### src/rtl/pipe_stall_ctrl_if.sv
// Hazard, mult/div and MEM-wait signals exchanged between the pipeline and
// its stall controller; the controller sits on the slave side.
interface pipe_stall_ctrl_if;
  logic [4:0]  id_rs;
  logic [4:0]  id_rt;
  logic        id_uses_rs;
  logic        id_uses_rt;
  logic        ex_is_load;
  logic        ex_rf_we;
  logic [4:0]  ex_rf_waddr;
  logic        ex_md_start;
  logic        ex_md_is_div;
  logic        mem_stallreq;
  logic [5:0]  stall;
  logic        md_busy;
  logic        md_done;
  logic        load_use;
  logic [31:0] stall_cycles;

  modport master (
    output id_rs, id_rt, id_uses_rs, id_uses_rt,
           ex_is_load, ex_rf_we, ex_rf_waddr,
           ex_md_start, ex_md_is_div, mem_stallreq,
    input  stall, md_busy, md_done, load_use, stall_cycles
  );

  modport slave (
    input  id_rs, id_rt, id_uses_rs, id_uses_rt,
           ex_is_load, ex_rf_we, ex_rf_waddr,
           ex_md_start, ex_md_is_div, mem_stallreq,
    output stall, md_busy, md_done, load_use, stall_cycles
  );
endinterface

### src/rtl/pipe_stall_ctrl.sv
// Pipeline stall arbiter: MEM wait > mult/div occupancy > load-use, with a
// mult/div occupancy FSM and a saturating stalled-cycle counter.
module pipe_stall_ctrl #(
  parameter int DIV_CYCLES = 33,
  parameter int MUL_CYCLES = 3,
  parameter int CNT_W      = 6
) (
  input  logic                  clk,
  input  logic                  rst,
  pipe_stall_ctrl_if.slave      bus
);

  typedef enum logic [1:0] {IDLE, MD_RUN, MD_DONE} state_t;

  localparam logic [CNT_W-1:0] DIV_LOAD = CNT_W'(DIV_CYCLES - 2);
  localparam logic [CNT_W-1:0] MUL_LOAD = CNT_W'(MUL_CYCLES - 2);

  state_t           state, state_nxt;
  logic [CNT_W-1:0] cnt, cnt_nxt;
  logic             hazard;
  logic [5:0]       stall;
  logic [31:0]      stall_cycles;

  function automatic logic [31:0] sat_inc(input logic [31:0] v);
    return (v == 32'hFFFF_FFFF) ? v : v + 32'd1;
  endfunction

  // Register $0 is hardwired to zero and can never carry a hazard.
  always_comb begin
    hazard = bus.ex_is_load & bus.ex_rf_we & (bus.ex_rf_waddr != 5'd0) &
             ((bus.id_uses_rs & (bus.id_rs == bus.ex_rf_waddr)) |
              (bus.id_uses_rt & (bus.id_rt == bus.ex_rf_waddr)));
  end

  always_comb begin
    state_nxt = state;
    cnt_nxt   = cnt;
    case (state)
      IDLE: begin
        if (bus.ex_md_start && !bus.mem_stallreq) begin
          state_nxt = MD_RUN;
          cnt_nxt   = bus.ex_md_is_div ? DIV_LOAD : MUL_LOAD;
        end
      end
      MD_RUN: begin
        if (cnt == '0) state_nxt = MD_DONE;
        else           cnt_nxt   = cnt - 1'b1;
      end
      MD_DONE: begin
        if (!bus.mem_stallreq) state_nxt = IDLE;
      end
      default: state_nxt = IDLE;
    endcase
    if (rst) begin
      state_nxt = IDLE;
      cnt_nxt   = '0;
    end
  end

  always_comb begin
    stall = 6'b000000;
    if (bus.mem_stallreq)
      stall = 6'b011111;
    else if (((state == IDLE) && bus.ex_md_start) || (state == MD_RUN))
      stall = 6'b001111;
    else if (hazard)
      stall = 6'b000111;
  end

  always_ff @(posedge clk) begin
    state <= state_nxt;
    cnt   <= cnt_nxt;
    if (rst)
      stall_cycles <= '0;
    else if (stall[0])
      stall_cycles <= sat_inc(stall_cycles);
  end

  assign bus.stall        = stall;
  assign bus.stall_cycles = stall_cycles;
  assign bus.md_busy      = ~rst & (state == MD_RUN);
  assign bus.md_done      = ~rst & (state == MD_DONE);
  assign bus.load_use     = ~rst & hazard;

endmodule

### src/flat_wrapper.sv
// flat-port wrapper written by rule: the top's interface ports become plain ports
module pipe_stall_ctrl_flat 
#(
  parameter int DIV_CYCLES = 33,
  parameter int MUL_CYCLES = 3,
  parameter int CNT_W      = 6
)
  (clk, rst, bus_id_rs, bus_id_rt, bus_id_uses_rs, bus_id_uses_rt, bus_ex_is_load, bus_ex_rf_we, bus_ex_rf_waddr, bus_ex_md_start, bus_ex_md_is_div, bus_mem_stallreq, bus_stall, bus_md_busy, bus_md_done, bus_load_use, bus_stall_cycles);
  pipe_stall_ctrl_if bus_i ();
  input  logic clk;
  input  logic rst;
  input wire logic [$bits(bus_i.id_rs)-1:0] bus_id_rs;
  input wire logic [$bits(bus_i.id_rt)-1:0] bus_id_rt;
  input wire logic [$bits(bus_i.id_uses_rs)-1:0] bus_id_uses_rs;
  input wire logic [$bits(bus_i.id_uses_rt)-1:0] bus_id_uses_rt;
  input wire logic [$bits(bus_i.ex_is_load)-1:0] bus_ex_is_load;
  input wire logic [$bits(bus_i.ex_rf_we)-1:0] bus_ex_rf_we;
  input wire logic [$bits(bus_i.ex_rf_waddr)-1:0] bus_ex_rf_waddr;
  input wire logic [$bits(bus_i.ex_md_start)-1:0] bus_ex_md_start;
  input wire logic [$bits(bus_i.ex_md_is_div)-1:0] bus_ex_md_is_div;
  input wire logic [$bits(bus_i.mem_stallreq)-1:0] bus_mem_stallreq;
  output wire logic [$bits(bus_i.stall)-1:0] bus_stall;
  output wire logic [$bits(bus_i.md_busy)-1:0] bus_md_busy;
  output wire logic [$bits(bus_i.md_done)-1:0] bus_md_done;
  output wire logic [$bits(bus_i.load_use)-1:0] bus_load_use;
  output wire logic [$bits(bus_i.stall_cycles)-1:0] bus_stall_cycles;
  assign bus_i.id_rs = bus_id_rs;
  assign bus_i.id_rt = bus_id_rt;
  assign bus_i.id_uses_rs = bus_id_uses_rs;
  assign bus_i.id_uses_rt = bus_id_uses_rt;
  assign bus_i.ex_is_load = bus_ex_is_load;
  assign bus_i.ex_rf_we = bus_ex_rf_we;
  assign bus_i.ex_rf_waddr = bus_ex_rf_waddr;
  assign bus_i.ex_md_start = bus_ex_md_start;
  assign bus_i.ex_md_is_div = bus_ex_md_is_div;
  assign bus_i.mem_stallreq = bus_mem_stallreq;
  assign bus_stall = bus_i.stall;
  assign bus_md_busy = bus_i.md_busy;
  assign bus_md_done = bus_i.md_done;
  assign bus_load_use = bus_i.load_use;
  assign bus_stall_cycles = bus_i.stall_cycles;
  pipe_stall_ctrl #(.DIV_CYCLES(DIV_CYCLES), .MUL_CYCLES(MUL_CYCLES), .CNT_W(CNT_W)) u_core (.clk(clk), .rst(rst), .bus(bus_i));
endmodule
### config.mk
export PLATFORM = sky130hd
export DESIGN_NAME = pipe_stall_ctrl_flat
export DESIGN_NICKNAME = d
export VERILOG_FILES = /design/src/rtl/pipe_stall_ctrl_if.sv /design/src/rtl/pipe_stall_ctrl.sv /design/src/flat_wrapper.sv
export SDC_FILE = /design/constraint.sdc
export NUM_CORES = 1
export LEC_CHECK = 0
export ABC_AREA = 1
export CORE_AREA = 3 3 82 77
export CTS_CLUSTER_DIAMETER = 60
export DETAILED_ROUTE_END_ITERATION = 6
export DIE_AREA = 0 0 85 80
export PLACE_DENSITY = 0.8
export SETUP_SLACK_MARGIN = 0.2
export SYNTH_ARGS = -nofsm -noshare
export SYNTH_HDL_FRONTEND = slang
export SYNTH_SLANG_ARGS = --single-unit
### constraint.sdc
create_clock -name clk -period 2 [get_ports clk]
set_input_delay 0.4 -clock clk [delete_from_list [all_inputs] [get_ports clk]]
set_output_delay 0.4 -clock clk [all_outputs]
set_load 0.01 [all_outputs]
Yosys cells after proc, flatten, opt, wreduce, memory -nomap -nowiden

Index checks and enable logic that the tools add are counted.
W data, S select, Z words.

$lt $le $gt $ge: 0
Bitwise gates (word level): 11
Equal/unequal tests: 9
Shifts and indexed selects: 0
Reduce and logical (&&, ||, !) cells: 11
Add/subtract/negate cells: 2
Divide/modulo/power cells: 0
Multiply operators: 0
Multiplexer cells: 11

Operators by type and width:

| cell                    | count |
|---|---|
| $add A32 B1 Y32 const B | 1 |
| $eq A32 B32 Y1 const B  | 1 |
| $mux W6                 | 4 |
| $pmux W6 S2             | 1 |
| $eq A5 B5 Y1            | 2 |
| $and A1 B1 Y1           | 8 |
| $logic_not A6 Y1        | 1 |
| $mux W2                 | 3 |
| $pmux W2 S3             | 1 |
| $reduce_and A3 Y1       | 2 |
| $sub A6 B1 Y6 const B   | 1 |
| $mux W5                 | 1 |
| $reduce_bool A5 Y1      | 1 |
| $ne A2 B1 Y1 const B    | 2 |
| $ne A2 B2 Y1 const B    | 2 |
| $mux W3                 | 1 |
| $eq A2 B1 Y1 const B    | 1 |
| $eq A2 B2 Y1 const B    | 1 |
| $logic_and A1 B1 Y1     | 2 |
| $logic_not A2 Y1        | 1 |
| $not A1 Y1              | 2 |
| $reduce_and A2 Y1       | 1 |
| $reduce_bool A2 Y1      | 1 |
| $logic_not A1 Y1        | 1 |
| other kinds (2)         | 2 |

Memories kept: 0
Flip-flop bits (word level): 40
Input port bits: 24
Latch bits: 0
Memory bits (read-only): 0
RAM bits: 0

Depth between registers and ports, before layout

Gate-level depths: netlist of the first run.

Word-level depth: 8
Gate-level depth with buffers: 12

Worst setup path before layout of the first run

Ideal clock, no wire load.

Kind: in2out
Start: input port bus_ex_rf_waddr[3]
End: output port bus_stall[1]
Path slack: 0.101 ns
Arrival time: 1.499 ns
Cell stages on the path: 10
Path buffers: 2
Data required time: 1.600 ns
Path through: inv_1 > nand2_1 > nand2_1 > nor2_1 > nand3_1 > nand2_1 > nand2_1 > nand2_2 > buf_1 > buf_4

Word-level cells in the longest chain between the ends: 7

Ends and longest elaborated chain:

| element                          | RTL line                                     | text |
|---|---|---|
| from (decl)                      | flat_wrapper.sv:18                           | `input wire logic [$bits(bus_i.ex_rf_waddr)-1:0] bus_ex_rf_waddr;` |
| $eq A5 B5 Y1 (on tied branches)  | pipe_stall_ctrl.sv:31, pipe_stall_ctrl.sv:32 |  |
| $and A1 B1 Y1 (on tied branches) | pipe_stall_ctrl.sv:31, pipe_stall_ctrl.sv:32 |  |
| $or A1 B1 Y1                     | pipe_stall_ctrl.sv:31                        | `((bus.id_uses_rs & (bus.id_rs == bus.ex_rf_waddr)) \|` |
| $and A1 B1 Y1 *                  | pipe_stall_ctrl.sv:30                        | `hazard = bus.ex_is_load & bus.ex_rf_we & (bus.ex_rf_waddr != 5'd0) &` |
| $mux W3 *                        | pipe_stall_ctrl.sv:66                        | `else if (hazard)` |
| $mux W6 *                        | pipe_stall_ctrl.sv:64                        | `else if (((state == IDLE) && bus.ex_md_start) \|\| (state == MD_RUN))` |
| $mux W6 *                        | pipe_stall_ctrl.sv:62                        | `if (bus.mem_stallreq)` |
| to (decl)                        | flat_wrapper.sv:22                           | `output wire logic [$bits(bus_i.stall)-1:0] bus_stall;` |

Every way passes the cells marked *; elsewhere a longest branch is shown, timed or not.

Final worst setup path of the first run

Start: register u_core.stall_cycles[18] (netlist: u_core.bus.stall_cycles[18])
End: output port bus_stall_cycles[18]

RTL lines:

| element                | RTL line              | text |
|---|---|---|
| from (decl)            | pipe_stall_ctrl.sv:22 | `logic [31:0] stall_cycles;` |
| from (signal assigned) | pipe_stall_ctrl.sv:76 | `stall_cycles <= sat_inc(stall_cycles);` |
| to (decl)              | flat_wrapper.sv:26    | `output wire logic [$bits(bus_i.stall_cycles)-1:0] bus_stall_cycles;` |

No word-level cell between the ends.

==> run metrics, run 1 <==
Req. time, crit path 1.60 ns; initial core utilization 0.501; placer congestion estimate 0.963; unrepaired setup endpoints after global routing yes; slowest stage cell on the critical path clkdlybuf4s50_1; commonest non-fill, non-tap cell in the layout nand2_1; Final #Nets 576; delay-heaviest family, CP buffers and inverters; WP data arrival 1.36 ns; largest family of logic cells by synthesized area simple AND/OR/NAND/NOR gates; register area 808 um^2; PortBufs 63; H-tree levels 2; power density over the cells 505 nW/um^2; total die area 6800 um^2; CTS tree built; Slew Viols, Final 0; vias 3,238; total track usage 0.238; multi-input gate area in the final layout 1790 um^2; largest net degree at the start of global routing 35; DRC Markers 0; GR Overflow Total 0; Netlist cell types 29; Hold Path Cell Cnt 2; antenna violations before repair 0; CP bufs+invs 1; Syn Area/Cell 5.92 um^2; Max clock buf depth 2; share of cells above drive strength 1 0.149; clock sinks 40; Synth Instances 471; Area Growth Syn to Fin 34.1%; clk_skew 0.00969 ns; vias in the first global route 2,932; Synth Area in Simple Gates 0.472; First-pass DRT Iterations 5; CP cell instances clkdlybuf4s50_1; Crit Path Max Fanout 6; initial drt markers 231; clock-pin slew on the worst setup and hold paths 0.09 ns; Detail Route Antenna Nets 0; WS Path Type reg2out; CP peak stage delay 0.59 ns; YS warnings 0; worst skew pair latency 0.30 ns; crit path launch type flop; placed standard-cell area 3550 um^2; Crit path depth 1; first-pass GRT wire length 13,200 um; Core Rows 26; Top Ports 65; Worst VDD drop 351 uV; crit path time final 1.76 ns; post-synthesis compound-gate area fraction 0.0884; final WL 7980 um; Core Util, Final 0.672; n_diodes 0; post-DR wirelength/cell 12.9 um; part of the Yosys area used for sequential elements 0.287; LEAKAGE 1.53 nW; post-synthesis adder-cell area fraction 0.0135; max cap viols 0; die height 80 um; TritonCTS buffer count 5; fill cell count 528; Root Buffer clkbuf_8; CP endpoint kind primary output; Core ar. 5560 um^2; Final Hold Vio Count 0; share of synthesized area spent on multiplexers 0; design area 3740 um^2; die width 85 um; final setup fails 0; worst reg2reg path depth 8; DPL Wire Length 6030 um; hold crit path type reg2reg; Fmax 567 MHz; status complete, no violations; Syn Nets 498; vias per cell 5.22; final period utilization 0.881; Syn Std Cell Area 2790 um^2; most frequent cells in the layout nand2_1 (169), nor2_1 (62), nand3_1 (40), clkdlybuf4s50_1 (36), dfxtp_1 (36); Synth Area in XOR/XNOR 0.0471; #FFs+latches synth 40
==> sequential cells by signal, indices dropped and copies added (netlist names) <==
register	cells
u_core.state	2
u_core.cnt	6
u_core.bus.stall_cycles	32
==> kinds of logic (layout without fill, tap and decap cells) <==
family / count (synthesis) / in the layout
buffers and inverters: 56 / 135
AND/OR/NAND/NOR: 309 / 309
AO/OA/AOI/OAI: 47 / 47
adder cells (fa/ha/maj): 3 / 3
XOR/XNOR: 15 / 15
other: 1 / 1
flip-flops: 40 / 40
==> cell usage after synthesis <==
library cell  number  area [um^2]
nand3b_1          13         97.6
buf_1              3         11.3
nand2_2            3         18.8
o31ai_1            1         7.51
nand4_1            3         18.8
nand2_1          170          638
nor2_2             1         6.26
inv_1             37          139
nand3_1           40          200
xor2_1             9         78.8
buf_6              3         33.8
nor4_1             1         6.26
dfxtp_1           40          801
ha_1               3         37.5
conb_1             1         3.75
a31oi_1            3         18.8
buf_2              3         15.0
nor3_1             2         10.0
nand2_4            1         11.3
a21oi_1           35          175
buf_4              4         30.0
xnor2_1            6         52.6
a211oi_1           2         15.0
clkbuf_1           4         15.0
o21ai_0            6         30.0
inv_2              2         7.51
nor2_1            72          270
nand3_4            1         17.5
nor2_4             2         22.5
==> power breakdown <==
part,switching (W),internal (W),total (W)
Clock,0.000302,0.000408,0.000711
Sequential,0.0000211,0.000821,0.000842
Combinational,0.000191,0.000143,0.000334
==> cell type report <==
type / instances / share of cell area
Multi-Input combinational cell: 375 / 0.478
Inverter: 39 / 0.0392
Sequential cell: 40 / 0.216
Clock buffer: 6 / 0.0221
Clock inverter: 2 / 0.0104
Timing Repair Buffer: 88 / 0.211
Tap cell: 70 / 0.0234
==> timing repair <==
item	CTS	global route
pin swaps	11	9
setup buffers	0	5
resized for setup	55	49
hold buffers	0	0
setup endpoints to repair	40	39
==> per-layer routing <==
metal	vias to the layer above	routed length (um)	GRT usage
li1	1650	-	-
met1	1471	3620	0.323
met2	107	3690	0.391
met3	10	589	0.0495
met4	0	84	0.0491
met5	-	0	0
==> final timing paths <==
check / endpoint / slack [ns] / start
min: u_core.bus.stall_cycles[7]$_SDFFE_PP0P_ / 0.50 / u_core.bus.stall_cycles[7]$_SDFFE_PP0P_
min reg2reg: u_core.bus.stall_cycles[7]$_SDFFE_PP0P_ / 0.50 / u_core.bus.stall_cycles[7]$_SDFFE_PP0P_
max: bus_stall_cycles[18] / 0.24 / u_core.bus.stall_cycles[18]$_SDFFE_PP0P_
max reg2reg: u_core.bus.stall_cycles[9]$_SDFFE_PP0P_ / 0.27 / u_core.bus.stall_cycles[6]$_SDFFE_PP0P_
==> stage by stage <==
stage	hold slack (ns)	worst slack (ns)	power, W	cells	TNS [ns]
3_5_place_dp	0.509	-0.462	0.00119	607	-14.47
2_1_floorplan	0.481	0.282	0.00106	471	0
3_3_place_gp	0.490	-0.421	0.00118	607	-12.32
4_1_cts	0.497	0.181	0.00189	615	0
5_1_grt	0.531	0.138	0.00196	620	0
6_report	0.500	0.238	0.00189	620	0
No activity file was read; power rests on OpenSTA's default activity.
==> inputs of run 2 (changes only) <==
Settings changed: SLEW_MARGIN set to 20.
==> results of run 2 <==
No change in the layout: final DEF, timing and power equal those of run 1.
